**src/rtl/button_event_decoder.sv**
```systemverilog
`default_nettype none
// ============================================================================
// Module      : button_event_decoder
// Description : Turns a debounced button level into single-cycle event
//               pulses (press, release, short click, long press, double
//               click and, optionally, auto-repeat while long-held).
//               Optional feature macro: BTN_AUTOREPEAT_EN
// Revision    : 1.0 - initial release
// ============================================================================
module button_event_decoder #(
    parameter int CNTBW      = 8,
    parameter int LONG_CYC   = 200,
    parameter int DBL_CYC    = 50,
    parameter int REPEAT_CYC = 20
) (
    input  logic clk,
    input  logic rstn,
    input  logic lvl,
    output logic ev_press,
    output logic ev_release,
    output logic ev_short,
    output logic ev_long,
    output logic ev_double,
    output logic ev_repeat,
    output logic held,
    output logic busy
);

    typedef enum logic [2:0] {
        S_IDLE      = 3'd0,
        S_PRESSED   = 3'd1,
        S_LONG_HELD = 3'd2,
        S_WAIT2     = 3'd3,
        S_PRESSED2  = 3'd4
    } state_t;

    localparam logic [CNTBW-1:0] c_long_last = CNTBW'(LONG_CYC - 1);
    localparam logic [CNTBW-1:0] c_dbl_last  = CNTBW'(DBL_CYC - 1);
    localparam logic [CNTBW-1:0] c_cnt_max   = {CNTBW{1'b1}};
    localparam logic [CNTBW-1:0] c_cnt_one   = CNTBW'(1);

    state_t             r_state;
    state_t             w_state_nxt;
    logic [CNTBW-1:0]   r_cnt;
    logic [CNTBW-1:0]   w_cnt_nxt;
    logic [CNTBW-1:0]   w_cnt_inc;
    logic               r_lvl_d;
    logic               w_rise;
    logic               w_fall;

    logic               w_ev_press;
    logic               w_ev_release;
    logic               w_ev_short;
    logic               w_ev_long;
    logic               w_ev_double;
    logic               w_held_nxt;
    logic               w_busy_nxt;

    logic               r_ev_press;
    logic               r_ev_release;
    logic               r_ev_short;
    logic               r_ev_long;
    logic               r_ev_double;
    logic               r_held;
    logic               r_busy;

    assign w_rise    = lvl & ~r_lvl_d;
    assign w_fall    = ~lvl & r_lvl_d;
    // Shared timer saturates instead of wrapping.
    assign w_cnt_inc = (r_cnt == c_cnt_max) ? r_cnt : r_cnt + c_cnt_one;

    // Next-state and event decode; falls beat long detection, rises beat timeout.
    always_comb begin
        w_state_nxt  = r_state;
        w_cnt_nxt    = r_cnt;
        w_ev_press   = 1'b0;
        w_ev_release = 1'b0;
        w_ev_short   = 1'b0;
        w_ev_long    = 1'b0;
        w_ev_double  = 1'b0;
        case (r_state)
            S_IDLE: begin
                // A fall here is ignored: it is the release of a button held through reset.
                if (w_rise) begin
                    w_state_nxt = S_PRESSED;
                    w_cnt_nxt   = '0;
                    w_ev_press  = 1'b1;
                end
            end
            S_PRESSED: begin
                if (w_fall) begin
                    w_state_nxt  = S_WAIT2;
                    w_cnt_nxt    = '0;
                    w_ev_release = 1'b1;
                end else if (r_cnt == c_long_last) begin
                    w_state_nxt = S_LONG_HELD;
                    w_cnt_nxt   = '0;
                    w_ev_long   = 1'b1;
                end else begin
                    w_cnt_nxt = w_cnt_inc;
                end
            end
            S_LONG_HELD: begin
                if (w_fall) begin
                    w_state_nxt  = S_IDLE;
                    w_ev_release = 1'b1;
                end
            end
            S_WAIT2: begin
                if (w_rise) begin
                    w_state_nxt = S_PRESSED2;
                    w_ev_press  = 1'b1;
                    w_ev_double = 1'b1;
                end else if (r_cnt == c_dbl_last) begin
                    w_state_nxt = S_IDLE;
                    w_ev_short  = 1'b1;
                end else begin
                    w_cnt_nxt = w_cnt_inc;
                end
            end
            S_PRESSED2: begin
                // No long detection on the second press of a double click.
                if (w_fall) begin
                    w_state_nxt  = S_IDLE;
                    w_ev_release = 1'b1;
                end
            end
            default: begin
                w_state_nxt = S_IDLE;
                w_cnt_nxt   = '0;
            end
        endcase
        w_held_nxt = (w_state_nxt == S_PRESSED) || (w_state_nxt == S_LONG_HELD) ||
                     (w_state_nxt == S_PRESSED2);
        w_busy_nxt = (w_state_nxt != S_IDLE);
    end

    // State, timer and registered outputs; level history tracks lvl even in reset.
    always_ff @(posedge clk) begin
        r_lvl_d <= lvl;
        if (!rstn) begin
            r_state      <= S_IDLE;
            r_cnt        <= '0;
            r_ev_press   <= 1'b0;
            r_ev_release <= 1'b0;
            r_ev_short   <= 1'b0;
            r_ev_long    <= 1'b0;
            r_ev_double  <= 1'b0;
            r_held       <= 1'b0;
            r_busy       <= 1'b0;
        end else begin
            r_state      <= w_state_nxt;
            r_cnt        <= w_cnt_nxt;
            r_ev_press   <= w_ev_press;
            r_ev_release <= w_ev_release;
            r_ev_short   <= w_ev_short;
            r_ev_long    <= w_ev_long;
            r_ev_double  <= w_ev_double;
            r_held       <= w_held_nxt;
            r_busy       <= w_busy_nxt;
        end
    end

    assign ev_press   = r_ev_press;
    assign ev_release = r_ev_release;
    assign ev_short   = r_ev_short;
    assign ev_long    = r_ev_long;
    assign ev_double  = r_ev_double;
    assign held       = r_held;
    assign busy       = r_busy;

`ifdef BTN_AUTOREPEAT_EN
    localparam logic [CNTBW-1:0] c_rep_last = CNTBW'(REPEAT_CYC - 1);

    logic [CNTBW-1:0]   r_rcnt;
    logic [CNTBW-1:0]   w_rcnt_nxt;
    logic               w_ev_repeat;
    logic               r_ev_repeat;

    // Repeat timer runs only in LONG_HELD and sits at zero elsewhere, so entry starts it cleared.
    always_comb begin
        w_rcnt_nxt  = r_rcnt;
        w_ev_repeat = 1'b0;
        if ((r_state != S_LONG_HELD) || w_fall) begin
            w_rcnt_nxt = '0;
        end else if (r_rcnt == c_rep_last) begin
            w_ev_repeat = 1'b1;
            w_rcnt_nxt  = '0;
        end else if (r_rcnt != c_cnt_max) begin
            w_rcnt_nxt = r_rcnt + c_cnt_one;
        end
    end

    // Repeat timer and registered repeat pulse.
    always_ff @(posedge clk) begin
        if (!rstn) begin
            r_rcnt      <= '0;
            r_ev_repeat <= 1'b0;
        end else begin
            r_rcnt      <= w_rcnt_nxt;
            r_ev_repeat <= w_ev_repeat;
        end
    end

    assign ev_repeat = r_ev_repeat;
`else
    // Repeat period is meaningless without the feature; keep it referenced.
    logic w_unused_rep;
    assign w_unused_rep = ^CNTBW'(REPEAT_CYC);
    assign ev_repeat    = 1'b0;
`endif

endmodule
`default_nettype wire

```
**config.mk**
```make
export PLATFORM = sky130hd
export DESIGN_NAME = button_event_decoder
export DESIGN_NICKNAME = d
export VERILOG_FILES = /design/src/rtl/button_event_decoder.sv
export SDC_FILE = /design/constraint.sdc
export NUM_CORES = 1
export LEC_CHECK = 0
export ABC_AREA = 1
export CAP_MARGIN = 20
export CORE_MARGIN = 2
export CORE_UTILIZATION = 55
export DETAILED_ROUTE_END_ITERATION = 10
export PLACE_DENSITY_LB_ADDON = 0.1
export SKIP_CTS_REPAIR_TIMING = 1
export SYNTH_ARGS = -nofsm -noshare
export SYNTH_HDL_FRONTEND = slang
export SYNTH_SLANG_ARGS = --single-unit
```
**constraint.sdc**
```tcl
create_clock -name clk -period 1.94 [get_ports clk]
set_input_delay 0.194 -clock clk [delete_from_list [all_inputs] [get_ports clk]]
set_output_delay 0.194 -clock clk [all_outputs]
set_load 0.05 [all_outputs]
```
Word level (Yosys, flattened, before mapping)
Cells that the tools add are included.
W data, S select, Z words.
{ "word_totals": {"ram_bits": 0, "ff_bits": 19, "latchBits": 0, "out_inout_bits": 8, "n_memories": 0, "rom_bits": 0, "inputBits": 3} }
{ "op_classes": {"eq_ne": 13, "div": 0, "shift": 0, "mux": 18, "n_bitwise": 8, "n_addsub": 1, "n_mul": 0, "order_cmp": 0, "reduce_logical": 13} }
{ "ops": {"columns": ["operator", "count"], "rows": [
  ["$mux W8", 6],
  ["$pmux W8 S4", 1],
  ["$mux W3", 6],
  ["$eq A8 B8 Y1 const B", 2],
  ["$pmux W3 S4", 1],
  ["$eq A3 B2 Y1 const B", 3],
  ["$reduce_or A3 Y1", 3],
  ["$add A8 B1 Y8 const B", 1],
  ["$eq A8 B6 Y1 const B", 1],
  ["$eq A3 B1 Y1 const B", 2],
  ["$eq A3 B3 Y1 const B", 2],
  ["$ne A2 B2 Y1 const B", 3],
  ["$not A1 Y1", 6],
  ["$reduce_and A2 Y1", 3],
  ["$mux W1", 4],
  ["$reduce_and A4 Y1", 1],
  ["$reduce_or A2 Y1", 2],
  ["$logic_not A3 Y1", 1],
  ["$reduce_bool A3 Y1", 1],
  ["$and A1 B1 Y1", 2],
  ["$logic_or A1 B1 Y1", 2]
]} }

Longest topological paths before layout
Gate-level depths: netlist of the first run.
{ "depth": {"ltp_word": 7, "mapped_depth": 12} }

Least setup slack after synthesis of the first run
No wires, ideal clock.
{ "synth_timing": {"kind": "reg-to-reg", "startpoint": "register r_cnt[0]", "endpoint": "register r_cnt[4]", "t_arrival_ns": 1.224, "path_stages_with_launch": 10, "path_buffers": 0, "setup_ns": 0.117, "slack_ns": 0.599, "path_cell_list": "dfxtp_1 ha_1 nand2_2 nor2_4 nand2_2 inv_2 nor3_1 nand2_1 nand2_1 a21oi_2"} }
{ "synth_between": {"elab_chain_cells": 5} }
{ "synth_lines": {"columns": ["item", "line_no", "rtl"], "rows": [
  ["start, declared", "44", "logic [CNTBW-1:0] r_cnt;"],
  ["start signal, assigned", "153", "r_cnt <= w_cnt_nxt;"],
  ["$add A8 B1 Y8 / $eq A8 B8 Y1 (equally long branches)", "70", "assign w_cnt_inc = (r_cnt == c_cnt_max) ? r_cnt : r_cnt + c_cnt_one;"],
  ["$mux W8", "70", null],
  ["$mux W8 (on tied branches)", "114, 95", null],
  ["$mux W8 (on tied branches)", "110, 91", null],
  ["$pmux W8 S4", "81", "case (r_state)"]
]} }
Parallel ways exist; a longest one is shown, timed or not. The select of a mux whose other input is x is not followed.
A chain may end at the register's enable or synchronous reset.

Final worst setup path of the first run
{ "layout_timing": {"startpoint": "register r_busy, in the netlist busy", "endpoint": "output busy"} }
{ "layout_rtl": {"columns": ["item", "line_no", "rtl"], "rows": [
  ["start, declared", "65", "logic r_busy;"],
  ["start signal, assigned", "160", "r_busy <= w_busy_nxt;"],
  ["end, declared", "26", "output logic busy"]
]} }
No word-level cell between the ends.

==> impl_metrics.csv, run 1 <==
group,metric,value,unit
global_route,grt_usage,0.205,
critical_path,cp.arrival,1420,ps
final_layout,multi_input_area,613,sq um
global_route,busiest_layer,"met2",
routing,dr.first_iter.drc_count,18,
timing,fmax,0.620,GHz
power,power.share.combinational,0.194,
yosys,syn_avg_cell_area,7.41,sq um
yosys,syn_area,1090,sq um
timing,fin_crit,1610,ps
power,internal_power,532,uW
final_layout,area_growth,13.4,%
timing,hold_violations,0,
global_route,grt-ovfl-total,0,
power,power.switching,231,uW
critical_path,critPathKind,"reg -> out",
placement,portBuffers,9,
final_layout,drive_gt1_frac,0.233,
power,swShare,0.302,
timing,maxSlewViolCount,0,
placement,dp_hpwl,1.71,mm
critical_path,critPathCapture,"busy",
clock_tree,clock-sinks,19,
timing,fin_hold_ws,360,ps
clock_tree,cts_buffers,3,
final_layout,diodes,0,
power,powerDensity,618,nW/um^2
critical_path,endpoint_kind,"output port",
worst_hold_path,hp-start,"lvl",
power,power.share.clock,0.262,
floorplan,start_util,0.566,
power,p_leak,0.000560,uW
floorplan,die-area,2350,sq um
final_layout,final_cell_mix,"nand2_1 (33), dfxtp_1 (19), inv_1 (17)",
global_route,grt_max_degree,12,
final_layout,final_common_cell,"nand2_1",
critical_path,cp_num_buf_inv,1,
yosys,syn_nets,152,
final_layout,fillers,193,
placement,gp_congestion,0.890,
floorplan,core_area,1920,sq um
worst_hold_path,min_path_type,"in -> reg",
power,vdd_ir_drop_max,0.509,mV
global_route,antenna_found_initial,0,
yosys,synth.distinct_cells,27,
global_route,gr-usage-met2,0.354,
critical_path,cp_top_family,"buffers and inverters",
floorplan,row_count,16,
timing,fin_crit_sh,0.831,
floorplan,ios,11,
yosys,yosysWarnings,0,
floorplan,dieWidth,48.5,um
timing,tns,0,ps
critical_path,reg2reg_depth,9,
routing,drtAntennaViolNets,0,
critical_path,regToRegStartpoint,"r_cnt[0]",
global_route,use_met1,0.231,
run_status,status,"completed",
critical_path,r2r_slack,390,ps
final_layout,nets,165,
timing,rsz0062_at_grt,"no",
timing,setup_viol,0,
global_route,grt_pass1_vias,898,
critical_path,cpPeakStageDelay,790,ps
final_layout,register_area,380,sq um
critical_path,cp_slowest_cell,"clkdlybuf4s50_1",
clock_tree,cts-root-buf,"clkbuf_4",
global_route,grt_pass1_wl,3.71,mm
routing,vias_per_cell,5.06,
global_route,use_met3,0.0432,
yosys,synth_seq_cells,19,
clock_tree,cts_tree,"yes",
run,drv_cap,0,
power,power_frac_seq,0.544,
floorplan,die_h,48.5,um
clock_tree,cts.path.max_buffers,2,
critical_path,critical_path_depth,1,
yosys,synth-seq-area-share,0.349,
routing,route.detailed.drc,0,
clock_tree,clkSlewWorstSetupHoldPaths,110,ps
critical_path,crit_start,"busy",
clock_tree,htree_levels,1,
routing,num_vias,941,
yosys,syn_inst,147,
routing,drt_pre_antenna_iters,4,
routing,finalWirelength,2.06,mm
critical_path,r2r_end,"r_cnt[4]",
critical_path,cp_data_required_time,1750,ps
routing,post_drt_wl_per_cell,11.1,um
critical_path,critical_path.cell_chain,"clkdlybuf4s50_1",
critical_path,crit_fanout,1,
critical_path,cp-start-kind,"register",
clock_tree,clk_latency,300,ps
timing,fin_skew,4.32,ps
==> area by class of cell <==
class / count / area share
Sequential cell: 19 / 0.308
Inverter: 22 / 0.0669
Clock buffer: 3 / 0.0182
Clock inverter: 1 / 0.00405
Tap cell: 27 / 0.0274
Timing Repair Buffer: 10 / 0.0790
Multi-Input combinational cell: 104 / 0.496
==> metrics by stage <==
| step | cells | util | worst slack [ps] | total power, uW | area, sq um |
|---|---|---|---|---|---|
| after global routing | 186 | 0.643 | 267 | 809 | 1230 |
| after global placement | 182 | 0.628 | 328 | 571 | 1210 |
| after detailed placement | 182 | 0.628 | 266 | 573 | 1210 |
| final | 186 | 0.643 | 327 | 763 | 1230 |
| after CTS | 186 | 0.643 | 312 | 773 | 1230 |
| after floorplan | 147 | - | 599 | 539 | 1090 |
==> power groups by stage <==
stage | registers (uW) | clock network (uW) | logic, uW
after global routing | 417 | 228 | 163
after floorplan | 445 | 0 | 94.8
after global placement | 424 | 0 | 148
after detailed placement | 424 | 0 | 148
after CTS | 415 | 209 | 149
final | 415 | 200 | 148
==> state kept, by name (all words and copies together) (netlist names) <==
name,flops
r_cnt,8
r_state,3
busy,1
ev_double,1
ev_long,1
ev_press,1
ev_release,1
ev_short,1
held,1
r_lvl_d,1
==> cells by family (layout without fill, tap and decap cells) <==
family,after synthesis,count (layout),synth area share
other cells,1,1,0.00344
fa+ha+maj,2,2,0.0230
flops,19,19,0.349
buf+inv,24,36,0.0874
xor+xnor,2,2,0.0161
compound gates,13,13,0.0816
simple gates,86,86,0.439
==> synth_stat cells <==
cell	number	area [sq um]
a211oi_1	1	7.51
a21boi_4	1	18.8
a21oi_1	5	25.0
a21oi_2	2	17.5
buf_2	1	5.00
buf_4	1	7.51
conb_1	1	3.75
dfxtp_1	19	380
ha_1	2	25.0
inv_1	17	63.8
inv_2	5	18.8
nand2_1	33	124
nand2_2	7	43.8
nand2_4	3	33.8
nand3_1	8	40.0
nand3_2	8	80.1
nand4_1	1	6.26
nor2_1	14	52.6
nor2_2	2	12.5
nor2_4	2	22.5
nor2_8	1	20.0
nor3_1	4	20.0
nor3_2	1	10.0
nor4_1	2	12.5
o21ai_0	3	15.0
o21ai_1	1	5.00
xor2_1	2	17.5
==> metal layers <==
metal | vias up | share of wire
met3 | 9 | 0.029
met1 | 428 | 0.42
met2 | 18 | 0.52
met5 | - | 0
met4 | 0 | 0.037
li1 | 486 | -
==> worst min path at each step <==
stage	endpoint	slack, ps	cells past startpoint
floorplan	r_lvl_d	220	0
global placement	r_cnt[4]	490	2
detailed placement	r_cnt[4]	510	2
CTS	r_lvl_d	350	1
global route	r_lvl_d	360	1
finish	r_lvl_d	360	1
No activity file was read; power rests on OpenSTA's default activity.
==> inputs of run 2 (changes only) <==
==> constraint.sdc (replaced) <==
create_clock -name clk -period 1.5 [get_ports clk]
set_input_delay 0.15 -clock clk [delete_from_list [all_inputs] [get_ports clk]]
set_output_delay 0.15 -clock clk [all_outputs]
set_load 0.05 [all_outputs]
==> impl_metrics.csv, run 2 (synthesized netlist as in run 1, its figures left out) <==
group,metric,value,unit
run_status,status,"completed",
power,power_frac_seq,0.540,
routing,finalWirelength,2.17,mm
critical_path,crit_fanout,4,
final_layout,final_cell_mix,"nand2_1 (32), inv_1 (17), dfxtp_1 (17)",
final_layout,top_regs,"r_cnt: 8 flops, r_state: 3 flops",
global_route,antenna_found_initial,0,
power,p_leak,0.000592,uW
power,power.share.clock,0.255,
routing,vias_per_cell,5.03,
global_route,grt_pass1_vias,890,
placement,portBuffers,9,
routing,num_vias,956,
placement,dpl_worst_slack,-90.3,ps
floorplan,core_area,1920,sq um
clock_tree,cts.path.max_buffers,2,
floorplan,start_util,0.566,
critical_path,cp-start-kind,"register",
power,swShare,0.303,
timing,fin_crit_sh,0.969,
power,internal_power,696,uW
final_layout,drive_gt1_frac,0.331,
critical_path,cp_data_required_time,1700,ps
final_layout,regMostFlops,"r_cnt",
timing,hold_violations,0,
timing,setup_viol,0,
final_layout,fillers,162,
critical_path,critPathKind,"reg -> reg",
global_route,grt_pass1_wl,3.62,mm
timing,worst_slack,46.5,ps
timing,maxSlewViolCount,0,
worst_hold_path,min_path_type,"in -> reg",
final_layout,nets,169,
power,vdd_ir_drop_max,0.668,mV
clock_tree,htree_levels,1,
placement,gp_congestion,0.885,
timing,fin_crit,1450,ps
power,power.total,1000,uW
power,power.share.combinational,0.205,
power,powerDensity,786,nW/um^2
clock_tree,cts_buffers,3,
floorplan,row_count,16,
routing,route.detailed.drc,0,
routing,dr.first_iter.drc_count,13,
run,drv_cap,0,
global_route,grt_usage,0.196,
timing,fmax,0.688,GHz
timing,fin_hold_ws,316,ps
floorplan,ios,11,
global_route,grt_max_degree,12,
routing,drtAntennaViolNets,0,
clock_tree,clock-sinks,19,
final_layout,fin_util,0.662,
clock_tree,cts_tree,"yes",
final_layout,diodes,0,
global_route,grt-ovfl-total,0,
final_layout,fin_cells,190,
clock_tree,cts-root-buf,"clkbuf_4",
floorplan,dieWidth,48.5,um
timing,rsz0062_at_grt,"yes",
final_layout,largest_reg_flops,8,
clock_tree,clkSlewWorstSetupHoldPaths,100,ps
routing,post_drt_wl_per_cell,11.4,um
clock_tree,clk_latency,300,ps
power,power.switching,303,uW
timing,fin_skew,2.00,ps
placement,dp_hpwl,1.79,mm
floorplan,die_h,48.5,um
floorplan,die-area,2350,sq um
routing,drt_pre_antenna_iters,4,
critical_path,cp.arrival,1660,ps
final_layout,area_growth,16.9,%
final_layout,final_common_cell,"nand2_1",
placement,dpl.cell_count,186,
critical_path,endpoint_kind,"register",
[run 2: cell count changes in the layout (fill, tap and decap cells not counted), sizes merged]
cell / previous run / this run
clkdlybuf4s50: 9 / 2
buf: 1 / 12
[run 2: path summary, 6_finish.rpt]
| path | to | slack [ps] | cells past startpoint | startpoint |
|---|---|---|---|---|
| max | r_cnt[5] | 50 | 12 | r_cnt[1] |
| min | r_lvl_d | 320 | 1 | lvl |
| min reg2reg | r_cnt[4] | 540 | 2 | r_cnt[4] |
| max reg2reg | r_cnt[5] | 50 | 12 | r_cnt[1] |
[run 2: power by group through the flow]
stage / registers (uW) / logic [uW] / clock network [uW]
detailed placement: 547 / 203 / 0
finish: 540 / 205 / 255
global route: 543 / 224 / 287
global placement: 547 / 200 / 0
floorplan: 575 / 123 / 0
CTS: 536 / 204 / 269
[run 2: metrics by stage]
step | TNS [ps] | instance area (sq um)
floorplan | 0 | 1090
global placement | -190 | 1220
detailed placement | -490 | 1220
CTS | -1.39 | 1250
global route | -146 | 1270
finish | 0 | 1270
[run 2: layer usage]
metal,up-vias,track usage,routed length (um)
li1,494,-,-
met1,436,0.225,938
met4,0,0.0810,31
met2,22,0.370,1120
met3,4,0.0185,82
met5,-,0,0
[run 2: critical path, cell delays in order (launching register included)]
cell,delay (ps)
dfxtp_2,380
inv_1,70
ha_1,200
nand2_1,90
nor2_2,50
nand2_4,90
nand2_4,60
nand2_2,70
nand3_2,110
inv_2,80
nand2_1,50
nand2_1,80
nor2_2,30
[run 2: layout make-up]
cell class                 count  area, sq um  area share
timing repair buffer          14          110      0.0865
multi-input combinational    104          636       0.500
inverter                      22         82.6      0.0649
clock buffer                   3         22.5      0.0177
sequential                    19          383       0.301
tap                           27         33.8      0.0265
clock inverter                 1         5.00     0.00393
